[src/rtl/pkg_dtypes.sv]
// -----------------------------------------------------------------------------
// pkg_dtypes
// Shared data types for the execution unit.
//   type_exec_unit_addr : xbuf entry address
//   type_exec_unit_data : operand / immediate / xbuf data word
//   type_opcol_state    : operand collector FSM state, also exported on the
//                         collector's debug port
// -----------------------------------------------------------------------------
package pkg_dtypes;

  localparam int unsigned EXEC_UNIT_ADDR_W = 8;
  localparam int unsigned EXEC_UNIT_DATA_W = 32;

  typedef logic [EXEC_UNIT_ADDR_W-1:0] type_exec_unit_addr;
  typedef logic [EXEC_UNIT_DATA_W-1:0] type_exec_unit_data;

  typedef enum logic [1:0] {
    OPCOL_IDLE    = 2'd0,
    OPCOL_FETCH_A = 2'd1,
    OPCOL_FETCH_B = 2'd2,
    OPCOL_PRESENT = 2'd3
  } type_opcol_state;

endpackage

[src/rtl/eu_operand_collector.sv]
// -----------------------------------------------------------------------------
// eu_operand_collector
// Accepts one instruction at a time, fetches operand A (and operand B unless it
// is the immediate or the same xbuf entry as A) from the xbuf, then presents
// both operands to the ALU.
//
// Optional feature macro: EU_OPCOL_WATCHDOG_EN
//   defined   : 16-bit per-fetch wait counter; timeout_o becomes sticky-high
//               once a single fetch has waited MAX_WAIT cycles. The FSM keeps
//               retrying regardless.
//   undefined : no counter, timeout_o tied low.
//
// Parameter
//   MAX_WAIT (1..65535) : watchdog limit in cycles per operand fetch
//
// Ports
//   clk, reset_n            : clock, asynchronous active-low reset
//   instr_valid_i/ready_o   : instruction issue handshake
//   instr_opa/opb_addr_i    : operand xbuf addresses
//   instr_opb_is_imm_i      : operand B is the immediate
//   instr_imm_i             : immediate value
//   req_addr_o, req_valid_o : xbuf request
//   resp_data_i,
//   resp_success_i          : xbuf response, same cycle as the request
//   alu_opa_o, alu_opb_o    : collected operands
//   alu_valid_o/alu_ready_i : ALU handshake
//   timeout_o               : sticky watchdog flag
//   dbg_state_o             : current FSM state (observability only)
//
// Handshakes: a transfer happens on a rising clk edge where valid and ready
// are both high. A valid source holds valid and its payload unchanged until
// that edge. Here instr_ready_o is high only in IDLE, and alu_valid_o plus the
// operands stay put in PRESENT until alu_ready_i is sampled high.
// The xbuf request has no ready: resp_success_i in the request cycle says
// whether the entry was delivered (and consumed); otherwise we re-request.
// -----------------------------------------------------------------------------
module eu_operand_collector
  import pkg_dtypes::*;
#(
  parameter int unsigned MAX_WAIT = 255
) (
  input  logic               clk,
  input  logic               reset_n,
  input  logic               instr_valid_i,
  output logic               instr_ready_o,
  input  type_exec_unit_addr instr_opa_addr_i,
  input  type_exec_unit_addr instr_opb_addr_i,
  input  logic               instr_opb_is_imm_i,
  input  type_exec_unit_data instr_imm_i,
  output type_exec_unit_addr req_addr_o,
  output logic               req_valid_o,
  input  type_exec_unit_data resp_data_i,
  input  logic               resp_success_i,
  output type_exec_unit_data alu_opa_o,
  output type_exec_unit_data alu_opb_o,
  output logic               alu_valid_o,
  input  logic               alu_ready_i,
  output logic               timeout_o,
  output type_opcol_state    dbg_state_o
);

  if ((MAX_WAIT < 1) || (MAX_WAIT > 65535)) begin : g_bad_max_wait
    $error("eu_operand_collector: MAX_WAIT must be in 1..65535");
  end

  type_opcol_state    state_q, state_d;
  type_exec_unit_addr opa_addr_q, opa_addr_d;
  type_exec_unit_addr opb_addr_q, opb_addr_d;
  logic               opb_is_imm_q, opb_is_imm_d;
  type_exec_unit_data imm_q, imm_d;
  type_exec_unit_data opa_q, opa_d;
  type_exec_unit_data opb_q, opb_d;
  type_exec_unit_addr req_addr_q, req_addr_d;
  // Low during reset and for the first cycle after release, so that
  // instr_ready_o only rises after the first clock edge out of reset.
  logic               active_q;

  always_ff @(posedge clk or negedge reset_n) begin
    if (!reset_n) begin
      state_q      <= OPCOL_IDLE;
      opa_addr_q   <= '0;
      opb_addr_q   <= '0;
      opb_is_imm_q <= 1'b0;
      imm_q        <= '0;
      opa_q        <= '0;
      opb_q        <= '0;
      req_addr_q   <= '0;
      active_q     <= 1'b0;
    end else begin
      state_q      <= state_d;
      opa_addr_q   <= opa_addr_d;
      opb_addr_q   <= opb_addr_d;
      opb_is_imm_q <= opb_is_imm_d;
      imm_q        <= imm_d;
      opa_q        <= opa_d;
      opb_q        <= opb_d;
      req_addr_q   <= req_addr_d;
      active_q     <= 1'b1;
    end
  end

  always_comb begin
    state_d      = state_q;
    opa_addr_d   = opa_addr_q;
    opb_addr_d   = opb_addr_q;
    opb_is_imm_d = opb_is_imm_q;
    imm_d        = imm_q;
    opa_d        = opa_q;
    opb_d        = opb_q;
    req_addr_d   = req_addr_q;

    unique case (state_q)
      OPCOL_IDLE: begin
        if (instr_valid_i && active_q) begin
          opa_addr_d   = instr_opa_addr_i;
          opb_addr_d   = instr_opb_addr_i;
          opb_is_imm_d = instr_opb_is_imm_i;
          imm_d        = instr_imm_i;
          // The request address is a register so it holds its last value
          // while no request is outstanding.
          req_addr_d   = instr_opa_addr_i;
          state_d      = OPCOL_FETCH_A;
        end
      end

      OPCOL_FETCH_A: begin
        if (resp_success_i) begin
          opa_d = resp_data_i;
          if (opb_is_imm_q) begin
            opb_d   = imm_q;
            state_d = OPCOL_PRESENT;
          end else if (opa_addr_q == opb_addr_q) begin
            // The xbuf consumes an entry on read; reuse A instead of
            // reading the same entry a second time.
            opb_d   = resp_data_i;
            state_d = OPCOL_PRESENT;
          end else begin
            req_addr_d = opb_addr_q;
            state_d    = OPCOL_FETCH_B;
          end
        end
      end

      OPCOL_FETCH_B: begin
        if (resp_success_i) begin
          opb_d   = resp_data_i;
          state_d = OPCOL_PRESENT;
        end
      end

      OPCOL_PRESENT: begin
        if (alu_ready_i) begin
          state_d = OPCOL_IDLE;
        end
      end

      default: begin
        state_d = OPCOL_IDLE;
      end
    endcase
  end

  assign instr_ready_o = (state_q == OPCOL_IDLE) && active_q;
  assign req_valid_o   = (state_q == OPCOL_FETCH_A) || (state_q == OPCOL_FETCH_B);
  assign req_addr_o    = req_addr_q;
  assign alu_valid_o   = (state_q == OPCOL_PRESENT);
  assign alu_opa_o     = opa_q;
  assign alu_opb_o     = opb_q;
  assign dbg_state_o   = state_q;

`ifdef EU_OPCOL_WATCHDOG_EN
  logic [15:0] wait_cnt_q, wait_cnt_d;
  logic [16:0] wait_cnt_inc;
  logic        timeout_q, timeout_d;
  logic        fetching;
  logic        entering_fetch;

  always_ff @(posedge clk or negedge reset_n) begin
    if (!reset_n) begin
      wait_cnt_q <= '0;
      timeout_q  <= 1'b0;
    end else begin
      wait_cnt_q <= wait_cnt_d;
      timeout_q  <= timeout_d;
    end
  end

  always_comb begin
    fetching       = (state_q == OPCOL_FETCH_A) || (state_q == OPCOL_FETCH_B);
    entering_fetch = (state_d != state_q) &&
                     ((state_d == OPCOL_FETCH_A) || (state_d == OPCOL_FETCH_B));
    wait_cnt_inc   = {1'b0, wait_cnt_q} + 17'd1;
    wait_cnt_d     = wait_cnt_q;
    timeout_d      = timeout_q;
    if (entering_fetch) begin
      wait_cnt_d = '0;
    end else if (fetching && !resp_success_i) begin
      // Saturate instead of wrapping so a long stall never looks short.
      if (!wait_cnt_inc[16]) begin
        wait_cnt_d = wait_cnt_inc[15:0];
      end
      if (32'(wait_cnt_inc) >= MAX_WAIT) begin
        timeout_d = 1'b1;
      end
    end
  end

  assign timeout_o = timeout_q;
`else
  assign timeout_o = 1'b0;
`endif

endmodule
[config.mk]
export PLATFORM = sky130hd
export DESIGN_NAME = eu_operand_collector
export DESIGN_NICKNAME = d
export VERILOG_FILES = /design/src/rtl/pkg_dtypes.sv /design/src/rtl/eu_operand_collector.sv
export SDC_FILE = /design/constraint.sdc
export NUM_CORES = 1
export LEC_CHECK = 0
export ABC_AREA = 1
export CAP_MARGIN = 0
export CELL_PAD_IN_SITES_DETAIL_PLACEMENT = 0
export CELL_PAD_IN_SITES_GLOBAL_PLACEMENT = 1
export CORE_MARGIN = 4
export CORE_UTILIZATION = 36
export DETAILED_ROUTE_END_ITERATION = 8
export GPL_TIMING_DRIVEN = 0
export PLACE_DENSITY_LB_ADDON = 0.1
export SLEW_MARGIN = 5
export SYNTH_ARGS = -nofsm -noshare
export SYNTH_HDL_FRONTEND = slang
export SYNTH_SLANG_ARGS = --single-unit
[constraint.sdc]
create_clock -name clk -period 2.25 [get_ports clk]
set_input_delay 0.5625 -clock clk [delete_from_list [all_inputs] [get_ports clk]]
set_output_delay 0.5625 -clock clk [all_outputs]
set_load 0.01 [all_outputs]
Word level (Yosys, flattened, before mapping). Index checks and enable logic that the tools add are counted. Widths: inputs -> output; s select.

Register bits after elaboration: 124. Bits of input ports: 86. Output and inout bits: 78. Word-level logic and storage cells: 48.

Equality and inequality tests: 11. Muxes and demuxes: 17. Reductions and logical operators: 11.

Operators by type and width (count): $mux 32 (4); $pmux 32 s2 (1); $mux 8 (4); $pmux 8 s2 (1); $ne 2x2->1 const B (5); $eq 8x8->1 (1); $mux 2 (4); $pmux 2 s4 (1); $reduce_and 4->1 (2); $reduce_and 5->1 (1); $eq 2x2->1 const B (2); $reduce_and 2->1 (2); $reduce_bool 2->1 (2); $ne 3x3->1 const B (1); $eq 2x1->1 const B (1); $logic_and 1x1->1 (2); $logic_not 2->1 (1); $mux 1 (2); $ne 2x1->1 const B (1); $logic_or 1x1->1 (1).

Depth between registers and ports, before layout. Gate-level depths: netlist (run 1).

Depth in word-level cells: 5. Mapped depth: 11. Mapped depth without buffers: 11.

Worst setup path before layout (run 1). Ideal clock, no wire load.

Path kind: reg-to-reg. Start point: register state_q[0] (netlist: dbg_state_o[0]). End point: register opb_q[12] (netlist: alu_opb_o[12]). Arrival time: 1.566 ns. Required time: 2.133 ns. Setup slack: 0.567 ns. Cell stages (with the launch flop): 9. Buffers on the path: 1. Cell sequence: dfrtp_1 inv_1 ha_1 inv_1 nand2_2 buf_4 mux2_2 nand3_1 nand2_1.

Longest elaborated chain between the ends: 3. Elaborated cells on any way between the ends: 8. Those cells by class: eq/ne: 5; mux: 1; reduce/logical: 2.

RTL lines: start: declaration (line eu_operand_collector.sv:66) `type_opcol_state state_q, state_d;`; start signal: assignment (line eu_operand_collector.sv:90) `state_q <= state_d;`; $eq 2x1->1 / $eq 2x2->1 (equally long branches) (line eu_operand_collector.sv:112) `unique case (state_q)`; $ne 3x3->1 (no source line), or another cell as far along; $reduce_and 4->1 (no source line); end signal: assignment (line eu_operand_collector.sv:96) `opb_q <= opb_d;`; end: declaration (line eu_operand_collector.sv:72) `type_exec_unit_data opb_q, opb_d;`.

Parallel ways exist; a longest one is shown, timed or not. A chain may end at the register's enable or synchronous reset.

Worst setup path in the final report (run 1).
Start point: register state_q[0] (netlist: dbg_state_o[0]). End point: output port alu_valid_o.

Longest elaborated chain between the ends: 1.

RTL lines: $eq 2x2->1 (line eu_operand_collector.sv:166) `assign alu_valid_o = (state_q == OPCOL_PRESENT);`; end: declaration (line eu_operand_collector.sv:56) `output logic alu_valid_o,`.

Every way passes these cells.

==> results.md, run 1 <==
- Gate Count Post-Synth: between 500 and 600
- Setup Skew: approximately 0.0065 ns
- Routed length per instance: roughly 16 um
- Maximum vdd ir drop: 0.8126 mV
- DRC errors left: 0
- RSZ-0062 raised after global routing: false
- Root Buffer: clkbuf_16
- Crit. End Element: output pin
- Max-slew headroom: 66.65%
- Area growth, synth to finish: 43.84%
- Post-synthesis sequential area ratio: about 57%
- Fin crit share: 94.49%
- Antenna diode count: 0
- Post-synthesis compound-gate area fraction: about 3.5%
- ANT nets after route: 0
- Vias/cell: between 4 and 5
- Fraction of layout cells with a size suffix above 1: 20.57%
- Post-Syn Area: 5480 um2
- Pre-CTS WS: 0.06187 ns
- Crit path launch type: flip-flop
- Max FO, Critical Path: 6
- DRT iter0 DRCs: 202
- Overflow after GRT: 0
- Final Max Slew Viols: 0
- Core area: between 10,000 and 15,000 um2
- Average cell area after synthesis: 10.75 um2
- Hold buffer count at CTS: 0
- Maxcap violations: 0
- Worst Path Required: between 1.5 and 2 ns
- Placed insts: 857
- Most common cell after layout, fill and taps aside: clkdlybuf4s50_1
- Critical-path cell list: ha_1, clkdlybuf4s50_1
- Max stage delay on crit path: roughly 0.49 ns
- Synth Area in Simple Gates: between 10% and 20%
- Register area: 3104 um2
- Clk sinks: approximately 120
- Initial Util: between 30 and 40%
- Global Route Usage Sum: between 10% and 20%
- Distinct cell type count after synthesis: 21
- Drt first pass iters: 5
- Synth Register Bits: 124
- CTS tree: done
- Global-route wire length before repair: approximately 23 mm
- Fin area: 7883 um2
- Largest net degree at the start of global routing: 78
- Final Hold Vio Count: 0
- Input/output buffers: roughly 160
- Crit path arrival time: 1.56 ns
- Mux contribution to synthesized area: 18.29%
- Area of the multi-input gates: about 2100 um2
- Tmin final: about 2.1 ns
- Routability congestion estimate: about 0.76
- Adder-cell share of the synthesized area: ~1.1%
- Top cells by area, synth: dfrtp_1 57%, mux2_2 18%, nand2_1 8.8%, nand3_1 3.7%, o21ai_0 2.2%
- Outcome: completed
- IO Pins: approximately 160
- Worst hold path class: input pin to asynchronous set/reset pin
- Syn_nets: ~600
- Commonest cells after routing, fill and taps aside: 159 x clkdlybuf4s50_1, 129 x nand2_1, 123 x dfrtp_1, 89 x mux2_2, 40 x nand3_1
- Core Util, Final: a little over half
- Clock transition at the registers of the reported paths: ~0.050 ns
- Clk buf depth: 2
- Largest family of logic cells by synthesized area: multiplexers
- Die W: roughly 130 um
- FP Rows: 44
- Yosys warns: 0
- Pwr dens: roughly 1500 nW/um2
- Leading area contributor after synthesis: dfrtp_1
- Setup violators final: 0
- Die ar.: 17,260 um2
- DR vias: around 4,100
- Die height: between 100 and 150 um
- # fillers: around 1,300
- Non-filler cells, final: approximately 880
- Num CTS Buffers: 17
- Clock H-tree levels: 4
- Yosys top cell area share: a little under three fifths
- Leak: roughly 3.6 nW
- XOR/XNOR Fraction of Synth Area: less than 1%
- Critical path type: flip-flop to output pin
- Initial antenna violation count: 0
- Vias in the first global route: 4,322
- Placed Area: 7361 um2
- Final worst slack: between 0.1 and 0.15 ns
- Number of setup buffers added after CTS: 0
- Clk_lat worst skew: about 0.41 ns
- Max Fclk: 0.4704 GHz
- Layout Nets: a little under 800
- Worst-Margin Slew: ~0.5 ns
- Crit-path slowest cell: clkdlybuf4s50_1
- DP HPWL: 10.05 mm
- Drt total wl: 14.09 mm
## metrics by stage
| step | hold slack (ns) | total power, mW | setup TNS (ns) |
|---|---|---|---|
| after detailed placement | 0.4570 | 9.108 | 0 |
| after floorplan | 0.2669 | 6.793 | 0 |
| after global routing | 0.1153 | 12.28 | 0 |
| after CTS | 0.09172 | 11.61 | 0 |
| final | 0.09315 | 11.43 | 0 |
| after global placement | 0.4538 | 8.990 | -542.33 |
## critical path: cells and delay by family, from the launching register on
family / cells / cell delay [ns]
buffers and inverters: 1 / 0.49
DFF: 1 / 0.44
adders and majority gates: 1 / 0.23
## timing repair
| item | CTS | global route |
|---|---|---|
| setup endpoints to repair | 2 | 1 |
| gates resized for setup | 3 | 1 |
| cloned | 0 | 0 |
## area by class of cell
cell class              instances  area share [%]
well taps                     184           2.921
multi-input cells             328           26.57
repair buffers                163           20.92
flip-flops and latches        124           39.38
inverters                      33           1.571
clock inverters                 3          0.5079
clock buffers                  24           6.111
plain buffers                  25           2.016
## state kept, by name, summed over array words and instances (netlist names)
register,flops
alu_opa_o,32
alu_opb_o,32
imm_q,32
opa_addr_q,8
opb_addr_q,8
req_addr_o,8
dbg_state_o,2
active_q,1
opb_is_imm_q,1
## report_power, final
| group | total, mW | internal (mW) | switching, mW | leakage (nW) |
|---|---|---|---|---|
| Clock | 2.46 | 1.57 | 0.889 | 0.258 |
| Combinational | 5.07 | 2.75 | 2.32 | 1.89 |
| Sequential | 3.91 | 3.33 | 0.573 | 1.49 |
## worst paths after layout
check / startpoint / end / slack [ns] / cells after the start
worst min-delay path: reset_n / alu_opa_o[9]$_DFFE_PN0P_ / 0.09 / 1
max in group asynchronous: reset_n / dbg_state_o[0]$_DFFE_PN0P_ / 1.38 / 2
worst max register to register: dbg_state_o[1]$_DFFE_PN0P_ / req_addr_o[7]$_DFFE_PN0P_ / 0.33 / 7
worst max-delay path: dbg_state_o[0]$_DFFE_PN0P_ / alu_valid_o / 0.12 / 2
worst min register to register: alu_opb_o[21]$_DFFE_PN0P_ / alu_opb_o[21]$_DFFE_PN0P_ / 0.47 / 2
min in group clk: alu_opb_o[21]$_DFFE_PN0P_ / alu_opb_o[21]$_DFFE_PN0P_ / 0.47 / 2
## cells in the mapped netlist, drive strengths merged
cell / n
nor2: 16
nand3: 41
mux2: 89
ha: 5
dfrtp: 124
clkbuf: 5
nand2: 134
buf: 20
o21ai: 25
conb: 2
xnor2: 3
a21oi: 13
inv: 33
## per-layer routing
layer	GRT usage, %	up-vias	wire length [um]
li1	-	2027	-
met1	21.45	1976	6237
met2	27.10	126	6745
met3	5.925	14	942
met4	4.901	0	164
met5	0	-	0
## cell families after synthesis
group                      count (synthesis)
AOI/OAI and AO/OA                         38
xor gates and xnor gates                   3
adders and majority gates                  5
buffers and inverters                     58
DFF                                      124
muxes                                     89
other                                      2
and+or+nand+nor                          191
Note: power is estimated with default switching activity, not from simulation.
==> inputs of run 2 (changes only) <==
--- a/config.mk
+++ b/config.mk
@@ -5,12 +5,11 @@
 export SDC_FILE = /design/constraint.sdc
 export NUM_CORES = 1
 export LEC_CHECK = 0
-export ABC_AREA = 1
 export CAP_MARGIN = 0
 export CELL_PAD_IN_SITES_DETAIL_PLACEMENT = 0
 export CELL_PAD_IN_SITES_GLOBAL_PLACEMENT = 1
 export CORE_MARGIN = 4
-export CORE_UTILIZATION = 36
+export CORE_UTILIZATION = 38
 export DETAILED_ROUTE_END_ITERATION = 8
 export GPL_TIMING_DRIVEN = 0
 export PLACE_DENSITY_LB_ADDON = 0.1
==> run 2 against run 1 <==
Via count fell by 18%. Count of clock-buffer cells in the layout did not move. Setup slack improved by 0.0086 ns. Cell count fell by 19%. First-iteration DRC count fell by 68%. Hold slack got worse by 0.0069 ns. Sequential share of layout area rose by 0.67 points. Clock skew barely moved. Critical path depth rose by 4.
==> results.md, run 2 <==
- Synth Register Bits: 124
- Non-filler cells, final: just over 700
- Met2 wire length: ~5.9 mm
- Pwr dens: 1472 nW/um2
- Vias in the first global route: between 3,000 and 4,000
- Final Hold Vio Count: 0
- Placed Area: approximately 7000 um2
- Max-slew headroom: roughly 54%
- Gate power share: between 40 and 50%
- Clk sinks: between 100 and 150
- Maxcap violations: 0
- Distinct cell type count after synthesis: 25
- Clock power share: a little over a fifth
- Initial Util: between 30% and 40%
- Initial antenna violation count: 0
- Fin Hold WS: approximately 0.086 ns
- Most frequent cell after synthesis: mux2_2
- Reg power frac: 34.8%
- Core area: 13,450 um2
- Commonest cells after routing, fill and taps aside: 158 x clkdlybuf4s50_1, 157 x mux2_2, 123 x dfrtp_1, 17 x clkbuf_16, 8 x xor2_1
- Routability congestion estimate: just over 0.7
- Overflow after GRT: 0
- IO Pins: roughly 160
- Global-route wire length before repair: 20.25 mm
- Post-synth top flop: dfrtp_1
- Setup Skew: 0.006365 ns
- Placed insts: around 680
- Yosys warns: 0
- Met3 WL post-DR: ~970 um
- Crit path launch type: flip-flop
- Leak: roughly 3.3 nW
- Fin area: just under 8000 um2
- Max FO, Critical Path: 10
- ANT nets after route: 0
- Max Fclk: between 0.4 and 0.5 GHz
- DP HPWL: between 8 and 9 mm
- Top cells by area, synth: dfrtp_1 59%, mux2_2 33%, xor2_1 1.3%, ha_1 1.2%, mux2_1 1.1%
- Antenna diode count: 0
- Clk_lat worst skew: about 0.41 ns
- DRC errors left: 0
- Global Route Usage Sum: around 17%
- Async SR Flop Fraction: 100.0%
- Yosys top cell area share: 58.52%
- Input/output buffers: 162
- Drt total wl: roughly 12 mm
- Critical path type: flip-flop to flip-flop
- Met1 WL: about 5.3 mm
- Clock H-tree levels: 4
- Crit. End Element: flip-flop
- Fin crit share: ~94%
- Final Max Slew Viols: 0
- FP Rows: 42
- Outcome: completed
- Clk buf depth: 2
- Root Buffer: clkbuf_16
- Fraction of layout cells with a size suffix above 1: between 30 and 40%
- Drt first pass iters: 5
- Vias/cell: approximately 4.7
- Syn_nets: around 430
- DR vias: between 3,000 and 4,000
- DRT iter0 DRCs: 65
- Routed length per instance: around 17 um
- Num CTS Buffers: 17
- Die height: approximately 130 um
- CTS tree: done
- Setup violators final: 0
- Post-synthesis sequential area ratio: 58.52%
- Worst-Margin Slew: ~0.7 ns
- Worst Path Required: between 2 and 3 ns
- Average cell area after synthesis: approximately 16 um2
- RSZ-0062 raised after global routing: false
- Sw power: between 3 and 4 mW
- Pint: approximately 8.1 mW
- Most frequent cells after synthesis: 157 x mux2_2, 124 x dfrtp_1, 8 x xor2_1
- Leading area contributor after synthesis: dfrtp_1
- Die ar.: 15,910 um2
- Gate Count Post-Synth: about 340
- Most common cell after layout, fill and taps aside: clkdlybuf4s50_1
- Die W: between 100 and 150 um
- Sw Ratio: 29.35%
- Crit path arrival time: roughly 2.4 ns
- Final worst slack: about 0.13 ns
- Worst hold path class: input pin to asynchronous set/reset pin
- Layout Nets: between 600 and 700
- Post-Syn Area: ~5300 um2
- Top sig layer: met4
- Largest net degree at the start of global routing: 74
- Area growth, synth to finish: 46.15%
- Tmin final: between 2 and 2.5 ns
- Pre-CTS WS: -0.3040 ns
- Post-synth EDFFs: 0
- Clock transition at the registers of the reported paths: around 0.050 ns
- Maximum vdd ir drop: approximately 0.76 mV
==> run 2: cell count changes after synthesis, sizes merged, moves of 3 or more <==
cell / delta
nand2: -132
xnor2: -3
inv: -28
o21ai: -22
a21oi: -12
nor2: -13
xor2: +8
buf: -10
nand3: -41
mux2: +73
==> run 2: routing by layer <==
metal / up-vias / GRT usage, %
met5: - / 0
met4: 0 / 6.057
met3: 13 / 7.197
met2: 114 / 25.73
met1: 1677 / 20.53
li1: 1576 / -
==> run 2: area by class of cell <==
cell class | count | area [um2]
fillers | 1151 | 5703
multi-input cells | 196 | 2090
inverters | 5 | 18.77
clock inverters | 7 | 65.06
clock buffers | 24 | 481.7
repair buffers | 164 | 1654
well taps | 176 | 220.2
flip-flops and latches | 124 | 3104
plain buffers | 17 | 116.4
==> run 2: worst paths after layout <==
path | endpoint | slack (ns) | start | cells past startpoint
hold / removal | alu_opa_o[9]$_DFFE_PN0P_ | 0.09 | reset_n | 1
max in group asynchronous | alu_opb_o[23]$_DFFE_PN0P_ | 1.43 | reset_n | 2
setup reg to reg | alu_opb_o[23]$_DFFE_PN0P_ | 0.13 | opb_addr_q[7]$_DFFE_PN0P_ | 6
setup / recovery | alu_opb_o[23]$_DFFE_PN0P_ | 0.13 | opb_addr_q[7]$_DFFE_PN0P_ | 6
hold reg to reg | imm_q[10]$_DFFE_PN0P_ | 0.50 | imm_q[10]$_DFFE_PN0P_ | 1
min in group clk | imm_q[10]$_DFFE_PN0P_ | 0.50 | imm_q[10]$_DFFE_PN0P_ | 1
==> run 2: power groups by stage <==
| stage | combinational, mW | sequential [mW] | clock, mW |
|---|---|---|---|
| after detailed placement | 4.95 | 4.01 | 0 |
| final | 4.93 | 3.97 | 2.51 |
| after floorplan | 2.45 | 4.24 | 0 |
| after global routing | 5.36 | 4.12 | 2.72 |
| after CTS | 5.02 | 3.98 | 2.60 |
| after global placement | 4.89 | 3.96 | 0 |
==> run 2: critical path, cell delays in order, from the launching register on <==
cell	delay (ns)
dfrtp_1	0.40
xor2_1	0.18
nor4_1	0.40
a21oi_1	0.23
a21o_2	0.32
clkbuf_8	0.19
mux2_2	0.28
==> run 2: repair_timing <==
item                                    CTS  global route
endpoints found under the setup margin   40            50
hold buffers                              0             0
buffers inserted                          1             0
resized for setup                         9             8
==> run 2: per-stage QoR <==
step,setup TNS [ns],util [%],power (mW)
floorplan,0,-,6.688
global placement,-553.93,53.11,8.848
detailed placement,-12.15,53.32,8.969
CTS,0,57.51,11.59
global route,0,57.61,12.19
finish,0,57.61,11.41
==> run 2: logic make-up (layout without fill, tap and decap cells) <==
| kind of cell | Yosys count | count (layout) | synth area share [%] |
|---|---|---|---|
| AND/OR/NAND/NOR | 10 | 10 | 0.9203 |
| adder cells (fa/ha/maj) | 5 | 5 | 1.180 |
| buffers and inverters | 22 | 217 | 2.242 |
| other | 2 | 2 | 0.1416 |
| multiplexers | 162 | 162 | 34.40 |
| flip-flops | 124 | 124 | 58.52 |
| XOR/XNOR | 8 | 8 | 1.321 |
| AO/OA/AOI/OAI | 9 | 9 | 1.274 |
==> inputs of run 3 (changes only) <==
--- a/config.mk
+++ b/config.mk
@@ -9,7 +9,7 @@
 export CELL_PAD_IN_SITES_DETAIL_PLACEMENT = 0
 export CELL_PAD_IN_SITES_GLOBAL_PLACEMENT = 1
 export CORE_MARGIN = 4
-export CORE_UTILIZATION = 38
+export CORE_UTILIZATION = 25
 export DETAILED_ROUTE_END_ITERATION = 8
 export GPL_TIMING_DRIVEN = 0
 export PLACE_DENSITY_LB_ADDON = 0.1
==> run 3 against run 2 <==
Sequential power about the same. Setup slack got worse by 0.013 ns. Wire length increased by 13%. Global-route usage decreased by 4.5 points. Power increased by 2.0%. Hold slack got worse by 0.023 ns. Sequential cell count unchanged. Register-to-register slack about the same. Critical endpoint is now alu_valid_o.
==> results.md, run 3 (synthesis results as in run 2) <==
- CTS tree: done
- Global Route Usage Sum: 12.07%
- Fin Hold WS: ~0.064 ns
- Most common cell after layout, fill and taps aside: clkdlybuf4s50_1
- Placed Area: roughly 7300 um2
- # fillers: between 2,000 and 2,500
- Layout Nets: around 620
- Max Fclk: about 0.47 GHz
- Vias/cell: ~4.2
- Fin crit share: between 90% and 100%
- Tmin final: 2.131 ns
- Initial Util: 25.30%
- Crit path launch type: flip-flop
- Antenna diode count: 0
- Pwr dens: between 1000 and 1500 nW/um2
- Drt total wl: 13.90 mm
- Area of the multi-input gates: approximately 2100 um2
- Post-CTS sizing: 12
- Max-slew headroom: between 50% and 60%
- Clk_lat worst skew: approximately 0.4 ns
- DRT iter0 DRCs: 94
- Placed insts: 780
- Crit path arrival time: 1.57 ns
- Routability congestion estimate: 0.7070
- Fin area: between 7000 and 8000 um2
- DRC errors left: 0
- Routed length per instance: between 15 and 20 um
- Vias in the first global route: 3,794
- Num CTS Buffers: 17
- Worst Path Required: 1.69 ns
- Worst hold path class: input pin to asynchronous set/reset pin
- Worst-Margin Slew: about 0.69 ns
- DR vias: roughly 3,400
- ANT nets after route: 0
- Global-route wire length before repair: roughly 22 mm
- Crit. End Element: output pin
- Die height: between 150 and 200 um
- Final Hold Vio Count: 0
- Area growth, synth to finish: 49.03%
- Clk sinks: ~120
- Clk buf depth: 2
- Setup Skew: 0.009193 ns
- FP Rows: 53
- Fraction of layout cells with a size suffix above 1: around two fifths
- Total power: 11.63 mW
- Drt first pass iters: 5
- Die ar.: about 24,000 um2
- Outcome: completed
- Setup TNS: 0 ns
- IO Pins: 164
- Final Max Slew Viols: 0
- Commonest cells after routing, fill and taps aside: 159 x clkdlybuf4s50_1, 157 x mux2_2, 122 x dfrtp_1, 17 x clkbuf_16, 8 x xor2_1
- Root Buffer: clkbuf_16
- Initial antenna violation count: 0
- Die W: roughly 150 um
- Non-filler cells, final: approximately 810
- Worst r2r path cells: 6
- Input/output buffers: around 160
- Max FO, Critical Path: 6
- Hold buffer count at CTS: 0
- Maxcap violations: 0
- Clock H-tree levels: 4
- Number of setup buffers added after CTS: 0
- RSZ-0062 raised after global routing: false
- Maximum vdd ir drop: around 0.58 mV
- Overflow after GRT: 0
- Register area: between 3000 and 4000 um2
- Largest net degree at the start of global routing: 85
- Critical path type: flip-flop to output pin
- Setup violators final: 0
- Clock transition at the registers of the reported paths: 0.06 ns
- Leak: 3.301 nW
- Core area: ~21,000 um2
- DP HPWL: roughly 9.8 mm
run 3: path summary, 6_finish.rpt:
check                                      startpoint                   endpoint  slack (ns)
setup / recovery           dbg_state_o[0]$_DFFE_PN0P_                alu_valid_o        0.12
hold / removal                                reset_n       imm_q[7]$_DFFE_PN0P_        0.06
setup reg to reg            opb_addr_q[6]$_DFFE_PN0P_   alu_opb_o[1]$_DFFE_PN0P_        0.12
hold reg to reg                 imm_q[24]$_DFFE_PN0P_      imm_q[24]$_DFFE_PN0P_        0.50
max in group asynchronous                     reset_n  alu_opb_o[26]$_DFFE_PN0P_        1.40
min in group clk                imm_q[24]$_DFFE_PN0P_      imm_q[24]$_DFFE_PN0P_        0.50
run 3: power breakdown:
part / switching, mW / internal (mW)
clock network: 1.02 / 1.69
logic: 1.87 / 3.08
registers: 0.594 / 3.39
total: 3.48 / 8.15
run 3: cell type report:
cell class | count | area share [%]
Inverter | 5 | 0.2375
Clock inverter | 10 | 1.457
Tap cell | 275 | 4.354
Timing Repair Buffer | 163 | 20.80
Clock buffer | 22 | 5.874
Sequential cell | 124 | 39.30
Buffer | 17 | 1.536
Multi-Input combinational cell | 196 | 26.44
run 3: per-layer routing:
metal	up-vias	GRT usage, %	wire, um
met1	1718	15.38	6138
met2	100	19.47	6799
met3	10	3.800	765
met4	0	4.163	193
li1	1575	-	-
met5	-	0	0
run 3: worst max-delay path, stage by stage, from the launching register on:
cell and delay [ns]:
dfrtp_2 0.44, ha_1 0.23, clkdlybuf4s50_1 0.49
run 3: through the flow:
stage	setup slack [ns]	util, %
2_1_floorplan	0.1135	-
3_3_place_gp	-4.799	34.68
3_5_place_dp	-0.3691	34.82
4_1_cts	0.02321	37.69
5_1_grt	0.001206	37.71
6_report	0.1193	37.71
